===== src/rtl/rr_arbiter8.sv =====
// 8-way round-robin arbiter with registered one-hot grant, per-grant hold limit
// and back-to-back handover without an idle cycle.
module rr_arbiter8 #(
  parameter int unsigned MAX_HOLD = 16,
  parameter int unsigned CW       = 5
) (
  input  logic       clk,
  input  logic       rst_n,
  input  logic [7:0] req,
  input  logic       done,
  output logic [7:0] gnt,
  output logic [2:0] gnt_idx,
  output logic       gnt_valid,
  output logic       timeout
);

  // state   | meaning
  // S_IDLE  | no owner, waiting for any request
  // S_GRANT | r_idx owns the resource, hold counter running
  typedef enum logic {S_IDLE = 1'b0, S_GRANT = 1'b1} state_t;

  localparam logic [CW-1:0] CNT_MAX = CW'(MAX_HOLD);
  localparam logic [CW-1:0] CNT_SAT = '1;
  localparam logic [CW-1:0] CNT_ONE = CW'(1);

  state_t        r_state, w_state_nxt;
  logic [2:0]    r_ptr, w_ptr_nxt;
  logic [2:0]    r_idx, w_idx_nxt;
  logic          r_valid, w_valid_nxt;
  logic [7:0]    r_gnt, w_gnt_nxt;
  logic          r_timeout, w_timeout_nxt;
  logic [CW-1:0] r_cnt, w_cnt_nxt;

  logic [2:0]    w_base;
  logic [2:0]    w_j;
  logic [2:0]    w_off;
  logic [2:0]    w_winner;
  logic          w_any;
  logic          w_own_req;
  logic          w_hit;
  logic          w_rel;

  // On release the search starts after the outgoing owner, i.e. the updated pointer.
  assign w_base    = (r_state == S_GRANT) ? r_idx : r_ptr;
  assign w_any     = |req;
  assign w_own_req = req[r_idx];
  assign w_hit     = (MAX_HOLD != 0) && (r_cnt == CNT_MAX);
  assign w_rel     = done | ~w_own_req | w_hit;

  always_comb begin
    w_off = 3'd0;
    w_j   = 3'd0;
    for (int k = 7; k >= 0; k--) begin
      w_j = w_base + 3'd1 + k[2:0];
      if (req[w_j]) w_off = k[2:0];
    end
    w_winner = w_base + 3'd1 + w_off;
  end

  always_comb begin
    w_state_nxt   = r_state;
    w_ptr_nxt     = r_ptr;
    w_idx_nxt     = r_idx;
    w_valid_nxt   = r_valid;
    w_cnt_nxt     = r_cnt;
    w_timeout_nxt = 1'b0;
    case (r_state)
      S_IDLE: begin
        if (w_any) begin
          w_state_nxt = S_GRANT;
          w_idx_nxt   = w_winner;
          w_valid_nxt = 1'b1;
          w_cnt_nxt   = CNT_ONE;
        end
      end
      S_GRANT: begin
        if (w_rel) begin
          w_ptr_nxt     = r_idx;
          w_timeout_nxt = w_hit & ~done & w_own_req;
          if (w_any) begin
            w_idx_nxt = w_winner;
            w_cnt_nxt = CNT_ONE;
          end else begin
            w_state_nxt = S_IDLE;
            w_valid_nxt = 1'b0;
            w_cnt_nxt   = '0;
          end
        end else if (r_cnt != CNT_SAT) begin
          w_cnt_nxt = r_cnt + CNT_ONE;
        end
      end
      default: w_state_nxt = S_IDLE;
    endcase
    w_gnt_nxt = w_valid_nxt ? (8'b1 << w_idx_nxt) : 8'h00;
  end

  always_ff @(posedge clk or negedge rst_n) begin
    if (!rst_n) begin
      r_state   <= S_IDLE;
      r_ptr     <= 3'd7;
      r_idx     <= 3'd0;
      r_valid   <= 1'b0;
      r_gnt     <= 8'h00;
      r_timeout <= 1'b0;
      r_cnt     <= '0;
    end else begin
      r_state   <= w_state_nxt;
      r_ptr     <= w_ptr_nxt;
      r_idx     <= w_idx_nxt;
      r_valid   <= w_valid_nxt;
      r_gnt     <= w_gnt_nxt;
      r_timeout <= w_timeout_nxt;
      r_cnt     <= w_cnt_nxt;
    end
  end

  assign gnt       = r_gnt;
  assign gnt_idx   = r_idx;
  assign gnt_valid = r_valid;
  assign timeout   = r_timeout;

endmodule


===== config.mk =====
export PLATFORM = sky130hd
export DESIGN_NAME = rr_arbiter8
export DESIGN_NICKNAME = d
export VERILOG_FILES = /design/src/rtl/rr_arbiter8.sv
export SDC_FILE = /design/constraint.sdc
export NUM_CORES = 1
export LEC_CHECK = 0
export CORE_MARGIN = 2
export CORE_UTILIZATION = 56
export CTS_BUF_LIST = sky130_fd_sc_hd__clkbuf_2
export DETAILED_ROUTE_END_ITERATION = 8
export HOLD_SLACK_MARGIN = 0.06
export PLACE_DENSITY_LB_ADDON = 0.25
export SETUP_SLACK_MARGIN = 0.4
export SYNTH_ARGS = -nofsm -noshare
export SYNTH_HDL_FRONTEND = slang
export SYNTH_SLANG_ARGS = --single-unit

===== constraint.sdc =====
create_clock -name clk -period 4.75 [get_ports clk]
set_input_delay 1.425 -clock clk [delete_from_list [all_inputs] [get_ports clk]]
set_output_delay 1.425 -clock clk [all_outputs]
set_load 0.1 [all_outputs]

==> flow_metrics.py, run 1 <==
metrics = {
    "critical_path": {
        "r2r_end": "gnt[6]",
        "rrSetupSlack_ps": 560,
        "r2r-start": "r_state",
        "crit_path_max_fanout": 6,
        "end_kind": "flip-flop",
        "max_stage_delay_ps": 560,
        "crit_chain": "mux2_2 > ha_1 > inv_1 > mux4_2 > mux2_2 > a31o_2 > a21oi_1 > o21ai_0 > ha_1 > fa_1 > xor2_2 > or4_4 > a31oi_1",
        "start_kind": "flip-flop",
        "critPathBufInv": 1,
        "critPathSlowestCell": "dfrtp_1",
        "r2r_cells": 13,
        "startpoint": "r_state",
        "cp_top_family": "multiplexers",
        "cp.arrival_ps": 4450,
        "crit_type": "flip-flop to flip-flop",
        "cp.required_ps": 5010,
    },
    "layout": {
        "drive_gt1_share_pct": 28.9,
        "fillerInstances": 190,
        "final_common_cell": "dfrtp_1",
        "areaGrowthSynthToFinish_pct": 25.9,
        "n_antenna_cell": 0,
        "final_cell_mix": "17 x dfrtp_1, 15 x clkdlybuf4s50_1, 13 x nand2_1",
        "final_area_um2": 2090,
        "layout.cells.non_filler": 218,
        "fin_nets": 206,
    },
    "floorplanning": {
        "initial_core_util_pct": 59.6,
        "num_io_pins": 24,
        "rows": 19,
        "core_area_um2": 2780,
        "die_y_um": 58.4,
        "die_area_um2": 3410,
        "die_w_um": 58.4,
    },
    "run": {
        "maxCapViolations": 0,
    },
    "detailed_routing": {
        "wl_per_cell_um": 17.5,
        "totalWireLength_um": 3820,
        "via_count": 1441,
        "dr.first_iter.drc_count": 44,
        "first_pass_iters": 4,
        "drt-vias-per-instance": 6.61,
        "antenna_left": 0,
        "drc_errors": 0,
    },
    "global_routing": {
        "grt_pass1_vias": 1422,
        "grt_max_degree": 23,
        "grt_pass1_wl_um": 6240,
        "grt-ovfl-total": 0,
        "grt_use_total_pct": 23.5,
        "antenna_found_initial": 0,
    },
    "synthesis": {
        "synth_warnings": 0,
        "synth.top_cell.area_share_pct": 28.7,
        "ys_seq_elements": 22,
        "synth-edff-count": 0,
        "yosysSeqAreaShare_pct": 33.4,
        "muxShareOfSynthArea_pct": 26.2,
        "synthTopCellsByArea": "dfrtp_1 29%, mux4_2 12%, mux2i_1 5.4%",
        "avgSynthCellArea_um2": 10.8,
        "synth_simple_gate_area_share_pct": 16.9,
        "synth_xor_area_share_pct": 2.57,
        "ys.flop_type": "dfrtp_1",
        "netlist_instances": 153,
        "synth_top_family_by_area": "multiplexers",
        "synth_cell_type_count": 48,
        "async_flop_share_pct": 100,
        "synth_compound_area_share_pct": 13.0,
        "synth_largest_area_cell": "dfrtp_1",
        "synthAdderAreaFrac_pct": 5.74,
        "synth_fp_nets": 171,
        "synth_area_um2": 1660,
    },
    "clock_tree": {
        "h-tree-depth": 1,
        "clock_latency_ps": 320,
        "clkTransAtPathRegs_ps": 200,
        "cts_tree": "yes",
        "clock-root-buffer": "clkbuf_2",
        "clockBufferDepth": 2,
        "cts_buffers": 3,
        "cts_sinks": 22,
    },
    "hold_path": {
        "hp-start": "r_cnt[3]",
        "worstHoldEndpoint": "r_cnt[3]",
        "min_path_type": "flip-flop to flip-flop",
        "holdPathStages": 1,
    },
    "timing": {
        "worst_clock_skew_ps": 6.37,
        "timing.final.crit_period_ps": 4190,
        "fmax_mhz": 238,
        "fin_crit_sh_pct": 88.3,
        "max_slew_margin_pct": 34.9,
        "rsz0062_at_grt": "false",
        "finalMaxSlewViolations": 0,
        "worstMarginPinSlew_ps": 973,
        "finalSetupViolCount": 0,
        "hold_viol": 0,
        "finalSetupTns_ps": 0,
    },
    "place": {
        "io_buffers": 23,
        "gp_congestion": 0.856,
        "post_dp_cell_area_um2": 1960,
        "dpl.cell_count": 210,
        "dp_hpwl_um": 2920,
    },
    "status": {
        "status": "completed",
    },
}
## metal layers
layer | GRT usage (%) | up-vias | wire length (µm)
met3 | 3.74 | 2 | 204
met5 | 0 | - | 0
li1 | - | 664 | -
met1 | 29.6 | 711 | 1560
met4 | 5.98 | 0 | 15
met2 | 42.1 | 64 | 2040
## Yosys cell counts (2+ instances only)
master,count
a21oi_1,8
a31oi_1,7
dfstp_2,3
mux2_2,7
nor4bb_1,2
nand4_1,2
buf_2,2
and2_1,2
nor3b_1,2
nand2_1,13
mux4_2,9
mux2i_1,9
ha_1,6
nor4_1,7
o21ai_0,8
and3_1,2
xnor2_1,2
dfrtp_1,19
nor3_1,2
nor2_1,7
a22o_1,2
inv_1,6
## how the worst max path moves through the flow
stage          depth (start not counted)     end
2_1_floorplan                         15  gnt[2]
3_3_place_gp                          12  gnt[2]
3_5_place_dp                          12  gnt[2]
4_1_cts                               11  gnt[5]
5_1_grt                               13  gnt[4]
6_report                              13  gnt[6]
## cell type report
class / count / area (µm²) / area share, %
inverters: 6 / 22.5 / 1.08
well taps: 31 / 38.8 / 1.86
clock inverters: 1 / 3.75 / 0.180
flip-flops and latches: 22 / 559 / 26.8
repair buffers: 33 / 325 / 15.6
multi-input cells: 122 / 1120 / 53.8
clock buffers: 3 / 15.0 / 0.719
## flip-flops by register name (all words and copies together), names as in the netlist
name       flops
gnt            8
r_cnt          5
gnt_idx        3
r_ptr          3
gnt_valid      1
r_state        1
timeout        1
## metrics by stage
stage | util, % | hold slack (ps) | setup WS, ps
after floorplan | - | 466 | 407
after global placement | 70.6 | 496 | 90.0
after detailed placement | 70.6 | 523 | 2.74
after CTS | 71.5 | 544 | 402
after global routing | 75.0 | 596 | 351
final | 75.0 | 549 | 556
## kinds of logic after synthesis
kind of cell / count (synthesis)
adders and majority gates: 7
AOI/OAI and AO/OA: 34
DFF: 22
xor gates and xnor gates: 4
and+or+nand+nor: 49
buffers and inverters: 9
muxes: 28
## what timing repair did
| action | 4_1_cts | 5_1_grt |
|---|---|---|
| gates resized for setup | 2 | 17 |
| hold buffers | 0 | 0 |
| endpoints found under the setup margin | 3 | 8 |
| cloned | 0 | 0 |
| endpoints found under the hold margin | 0 | 0 |
| pin swaps | 1 | 2 |
| buffers inserted | 0 | 4 |
Power of run 1 is not shown: default switching activity piles up to over one toggle a cycle in this logic, so the estimate is an artifact.
==> run 2, diff against run 1 <==
--- a/config.mk
+++ b/config.mk
@@ -7,7 +7,7 @@
 export LEC_CHECK = 0
 export CORE_MARGIN = 2
 export CORE_UTILIZATION = 56
-export CTS_BUF_LIST = sky130_fd_sc_hd__clkbuf_2
+export CTS_BUF_LIST = sky130_fd_sc_hd__clkbuf_8
 export DETAILED_ROUTE_END_ITERATION = 8
 export HOLD_SLACK_MARGIN = 0.06
 export PLACE_DENSITY_LB_ADDON = 0.25
==> run 2 against run 1 <==
Worst setup slack got worse by 13 ps. First-iteration DRC count rose by 39%. Die area did not move. Critical path depth fell by 2. Sequential share of layout area rose by 0.16 points. Final cell count did not move. Register-to-register slack improved by 80 ps. Critical endpoint is now gnt[5].
==> flow_metrics.py, run 2 (synthesis gave the netlist of run 1 again) <==
metrics = {
    "status": {
        "status": "completed",
    },
    "timing": {
        "finalSetupViolCount": 0,
        "max_slew_margin_pct": 35.0,
        "fin_crit_sh_pct": 88.6,
        "timing.final.crit_period_ps": 4210,
        "worstMarginPinSlew_ps": 973,
        "fmax_mhz": 238,
        "finalMaxSlewViolations": 0,
        "rsz0062_at_grt": "false",
        "finalSetupTns_ps": 0,
        "hold_viol": 0,
        "setup_slack_ps": 543,
        "worst_clock_skew_ps": 2.53,
    },
    "detailed_routing": {
        "antenna_left": 0,
        "highest_layer": "met4",
        "via_count": 1435,
        "dr.first_iter.drc_count": 61,
        "drt-met1-wl_um": 1550,
        "first_pass_iters": 4,
        "drc_errors": 0,
        "drt-vias-per-instance": 6.58,
        "wl_per_cell_um": 17.3,
        "totalWireLength_um": 3780,
        "wl_met2_um": 1910,
        "route.met3.wl_um": 218,
    },
    "place": {
        "io_buffers": 23,
        "dp_hpwl_um": 2920,
        "dp_slack_ps": 2.74,
        "gp_congestion": 0.856,
    },
    "floorplanning": {
        "initial_core_util_pct": 59.6,
        "core_area_um2": 2780,
        "rows": 19,
        "die_y_um": 58.4,
        "die_w_um": 58.4,
        "die_area_um2": 3410,
        "num_io_pins": 24,
    },
    "clock_tree": {
        "cts_buffers": 3,
        "ctsHoldBuffers": 0,
        "cts_sinks": 22,
        "clkTransAtPathRegs_ps": 80,
        "clock_latency_ps": 260,
        "h-tree-depth": 1,
        "clock-root-buffer": "clkbuf_8",
        "clockBufferDepth": 2,
        "cts_tree": "yes",
    },
    "layout": {
        "final_cell_mix": "17 x dfrtp_1, 15 x clkdlybuf4s50_1, 13 x nand2_1",
        "areaGrowthSynthToFinish_pct": 25.1,
        "final_common_cell": "dfrtp_1",
        "n_antenna_cell": 0,
        "fin_nets": 206,
        "largest_reg_flops": 8,
        "drive_gt1_share_pct": 27.8,
    },
    "critical_path": {
        "crit_path_max_fanout": 5,
        "critPathBufInv": 1,
        "r2r_end": "gnt[5]",
        "r2r-start": "r_state",
        "end_kind": "flip-flop",
        "cp.required_ps": 4930,
        "critPathSlowestCell": "mux4_2",
        "cp_top_family": "multiplexers",
        "crit_type": "input pin to flip-flop",
        "rrSetupSlack_ps": 640,
        "cp.arrival_ps": 4390,
        "start_kind": "input pin",
        "r2r_cells": 13,
        "crit_chain": "dlygate4sd2_1 > mux4_2 > mux2_2 > a31o_2 > a21oi_1 > o21ai_0 > ha_1 > fa_1 > xor2_1 > or4_4 > a31oi_2",
        "max_stage_delay_ps": 510,
    },
    "global_routing": {
        "antenna_found_initial": 0,
        "grt_max_degree": 23,
        "grt_pass1_vias": 1478,
        "grt-ovfl-total": 0,
        "grt_pass1_wl_um": 6510,
        "grt_use_total_pct": 24.8,
    },
    "hold_path": {
        "holdPathStages": 1,
        "min_path_type": "flip-flop to flip-flop",
        "worstHoldEndpoint": "r_cnt[4]",
        "hp-start": "r_cnt[4]",
    },
    "run": {
        "maxCapViolations": 0,
    },
}
[run 2: final cells by class]
cell class                      count  area [µm²]
Timing Repair Buffer               33         299
Inverter                            6        22.5
Fill cell                         190         707
Multi-Input combinational cell    122        1100
Tap cell                           31        38.8
Sequential cell                    22         559
Clock buffer                        4        55.1
[run 2: per-layer routing]
metal | GRT usage (%) | vias up
met5 | 0 | -
met4 | 7.97 | 0
met3 | 4.40 | 16
met2 | 43.3 | 72
met1 | 31.3 | 683
li1 | - | 664
[run 2: worst max path at each step]
stage               depth (start not counted)  slack [ps]       start  endpoint
floorplan                                  15         410  gnt_idx[0]    gnt[2]
global placement                           12          90      req[4]    gnt[2]
detailed placement                         12           3      req[5]    gnt[2]
CTS                                        12         410      req[3]    gnt[2]
global route                               12         420      req[4]    gnt[3]
finish                                     11         540      req[4]    gnt[5]
[run 2: through the flow]
step                utilization (%)  instance area, µm²  hold WS (ps)  instances
finish                         74.6                2070           535        218
global route                   74.6                2070           582        218
CTS                            74.4                2070           531        218
detailed placement             70.6                1960           523        210
global placement               70.6                1960           496        210
floorplan                         -                1660           466        153
[run 2: what timing repair did]
item / in CTS / in global routing
pin swaps: 1 / 1
endpoints found under the setup margin: 8 / 9
resized for setup: 14 / 2
setup buffers: 4 / 0
Power of run 2 is left out for the same reason.
==> run 3, diff against run 2 <==
--- a/config.mk
+++ b/config.mk
@@ -5,7 +5,7 @@
 export SDC_FILE = /design/constraint.sdc
 export NUM_CORES = 1
 export LEC_CHECK = 0
-export CORE_MARGIN = 2
+export CORE_MARGIN = 1.5
 export CORE_UTILIZATION = 56
 export CTS_BUF_LIST = sky130_fd_sc_hd__clkbuf_8
 export DETAILED_ROUTE_END_ITERATION = 8
==> run 3 against run 2 <==
Sequential cell count is the same. Die area decreased by 3.4%. Via count decreased by 1.0%. Utilization shrank 0.36 points. Final cell count is 0.92% lower. Hold slack lost 2.9 ps. Count of clock-buffer cells in the layout down 1. Global-route usage decreased by 0.11 points. Worst setup slack got worse by 55 ps. Highest routed layer unchanged.
==> flow_metrics.py, run 3 (synthesis gave the netlist of run 1 again) <==
metrics = {
    "status": {
        "status": "completed",
    },
    "clock_tree": {
        "cts_sinks": 22,
        "clockBufferDepth": 2,
        "cts_buffers": 3,
        "ctsHoldBuffers": 0,
        "clkTransAtPathRegs_ps": 80,
        "clock_latency_ps": 270,
        "cts_tree": "yes",
        "clock-root-buffer": "clkbuf_8",
        "h-tree-depth": 1,
    },
    "timing": {
        "worst_hold_slack_ps": 532,
        "finalSetupViolCount": 0,
        "finalSetupTns_ps": 0,
        "finalMaxSlewViolations": 0,
        "fmax_mhz": 235,
        "worstMarginPinSlew_ps": 974,
        "hold_viol": 0,
        "rsz0062_at_grt": "true",
        "worst_clock_skew_ps": 2.41,
        "timing.final.crit_period_ps": 4260,
        "fin_crit_sh_pct": 89.7,
        "max_slew_margin_pct": 34.9,
    },
    "detailed_routing": {
        "dr.first_iter.drc_count": 24,
        "antenna_left": 0,
        "drc_errors": 0,
        "drt-vias-per-instance": 6.57,
        "wl_per_cell_um": 17.5,
        "via_count": 1420,
        "totalWireLength_um": 3780,
        "first_pass_iters": 4,
    },
    "layout": {
        "final_common_cell": "dfrtp_1",
        "fin_nets": 204,
        "areaGrowthSynthToFinish_pct": 24.5,
        "n_antenna_cell": 0,
        "final_cell_mix": "17 x dfrtp_1, 15 x clkdlybuf4s50_1, 13 x nand2_1",
        "drive_gt1_share_pct": 25.9,
        "largest_reg_flops": 8,
        "layout.cells.non_filler": 216,
    },
    "global_routing": {
        "grt_use_total_pct": 24.7,
        "grt-ovfl-total": 0,
        "grt_max_degree": 23,
        "grt_pass1_wl_um": 6350,
        "grt_pass1_vias": 1416,
        "antenna_found_initial": 0,
    },
    "place": {
        "dpl.cell_count": 210,
        "dp_hpwl_um": 3010,
        "io_buffers": 23,
        "gp_congestion": 0.855,
    },
    "critical_path": {
        "cp.required_ps": 4900,
        "crit_path_max_fanout": 5,
        "max_stage_delay_ps": 510,
        "crit_chain": "dlygate4sd2_1 > mux4_2 > mux2_2 > a31o_2 > a21oi_1 > o21ai_0 > ha_1 > fa_1 > and3_1 > o21ba_2 > a311oi_2 > nor4_1",
        "cp.arrival_ps": 4410,
        "critPathBufInv": 1,
        "crit_type": "input pin to flip-flop",
        "critPathSlowestCell": "mux4_2",
        "start_kind": "input pin",
        "end_kind": "flip-flop",
        "cp_top_family": "multiplexers",
    },
    "hold_path": {
        "min_path_type": "flip-flop to flip-flop",
    },
    "floorplanning": {
        "core_area_um2": 2780,
        "num_io_pins": 24,
        "die_w_um": 57.4,
        "rows": 19,
        "initial_core_util_pct": 59.6,
        "die_area_um2": 3300,
        "die_y_um": 57.4,
    },
    "run": {
        "maxCapViolations": 0,
    },
}
run 3: area by class of cell:
type	count	area, µm²
clock buffer	3	41.3
clock inverter	1	30.0
fill	209	717
inverter	6	22.5
multi-input combinational	122	1090
sequential	22	559
tap	31	38.8
timing repair buffer	31	280
run 3: worst paths after layout:
path / startpoint / to / slack (ps) / depth (start not counted)
worst max-delay path: req[2] / gnt[2] / 490 / 12
worst min-delay path: r_cnt[3] / r_cnt[3] / 530 / 1
worst max register to register: r_state / gnt[2] / 680 / 15
worst min register to register: r_cnt[3] / r_cnt[3] / 530 / 1
max in group asynchronous: rst_n / gnt_idx[0] / 2400 / 1
min in group asynchronous: rst_n / r_cnt[3] / 1680 / 1
run 3: routing by layer:
layer / GRT usage (%) / routed length (µm) / up-vias
li1: - / - / 659
met1: 30.1 / 1570 / 698
met2: 44.6 / 1940 / 57
met3: 4.99 / 232 / 6
met4: 5.98 / 35 / 0
met5: 0 / 0 / -
run 3: through the flow:
step	area (µm²)	setup WS, ps	utilization, %
global placement	1960	109	70.6
detailed placement	1960	-47.5	70.6
finish	2060	488	74.2
global route	2060	393	74.2
floorplan	1660	407	-
CTS	2060	535	74.0
run 3: timing repair:
item	CTS	global route
endpoints found under the hold margin	0	0
setup buffers	2	0
endpoints found under the setup margin	9	4
pin swaps	0	1
gates resized for setup	13	1
Power of run 3 is left out for the same reason.
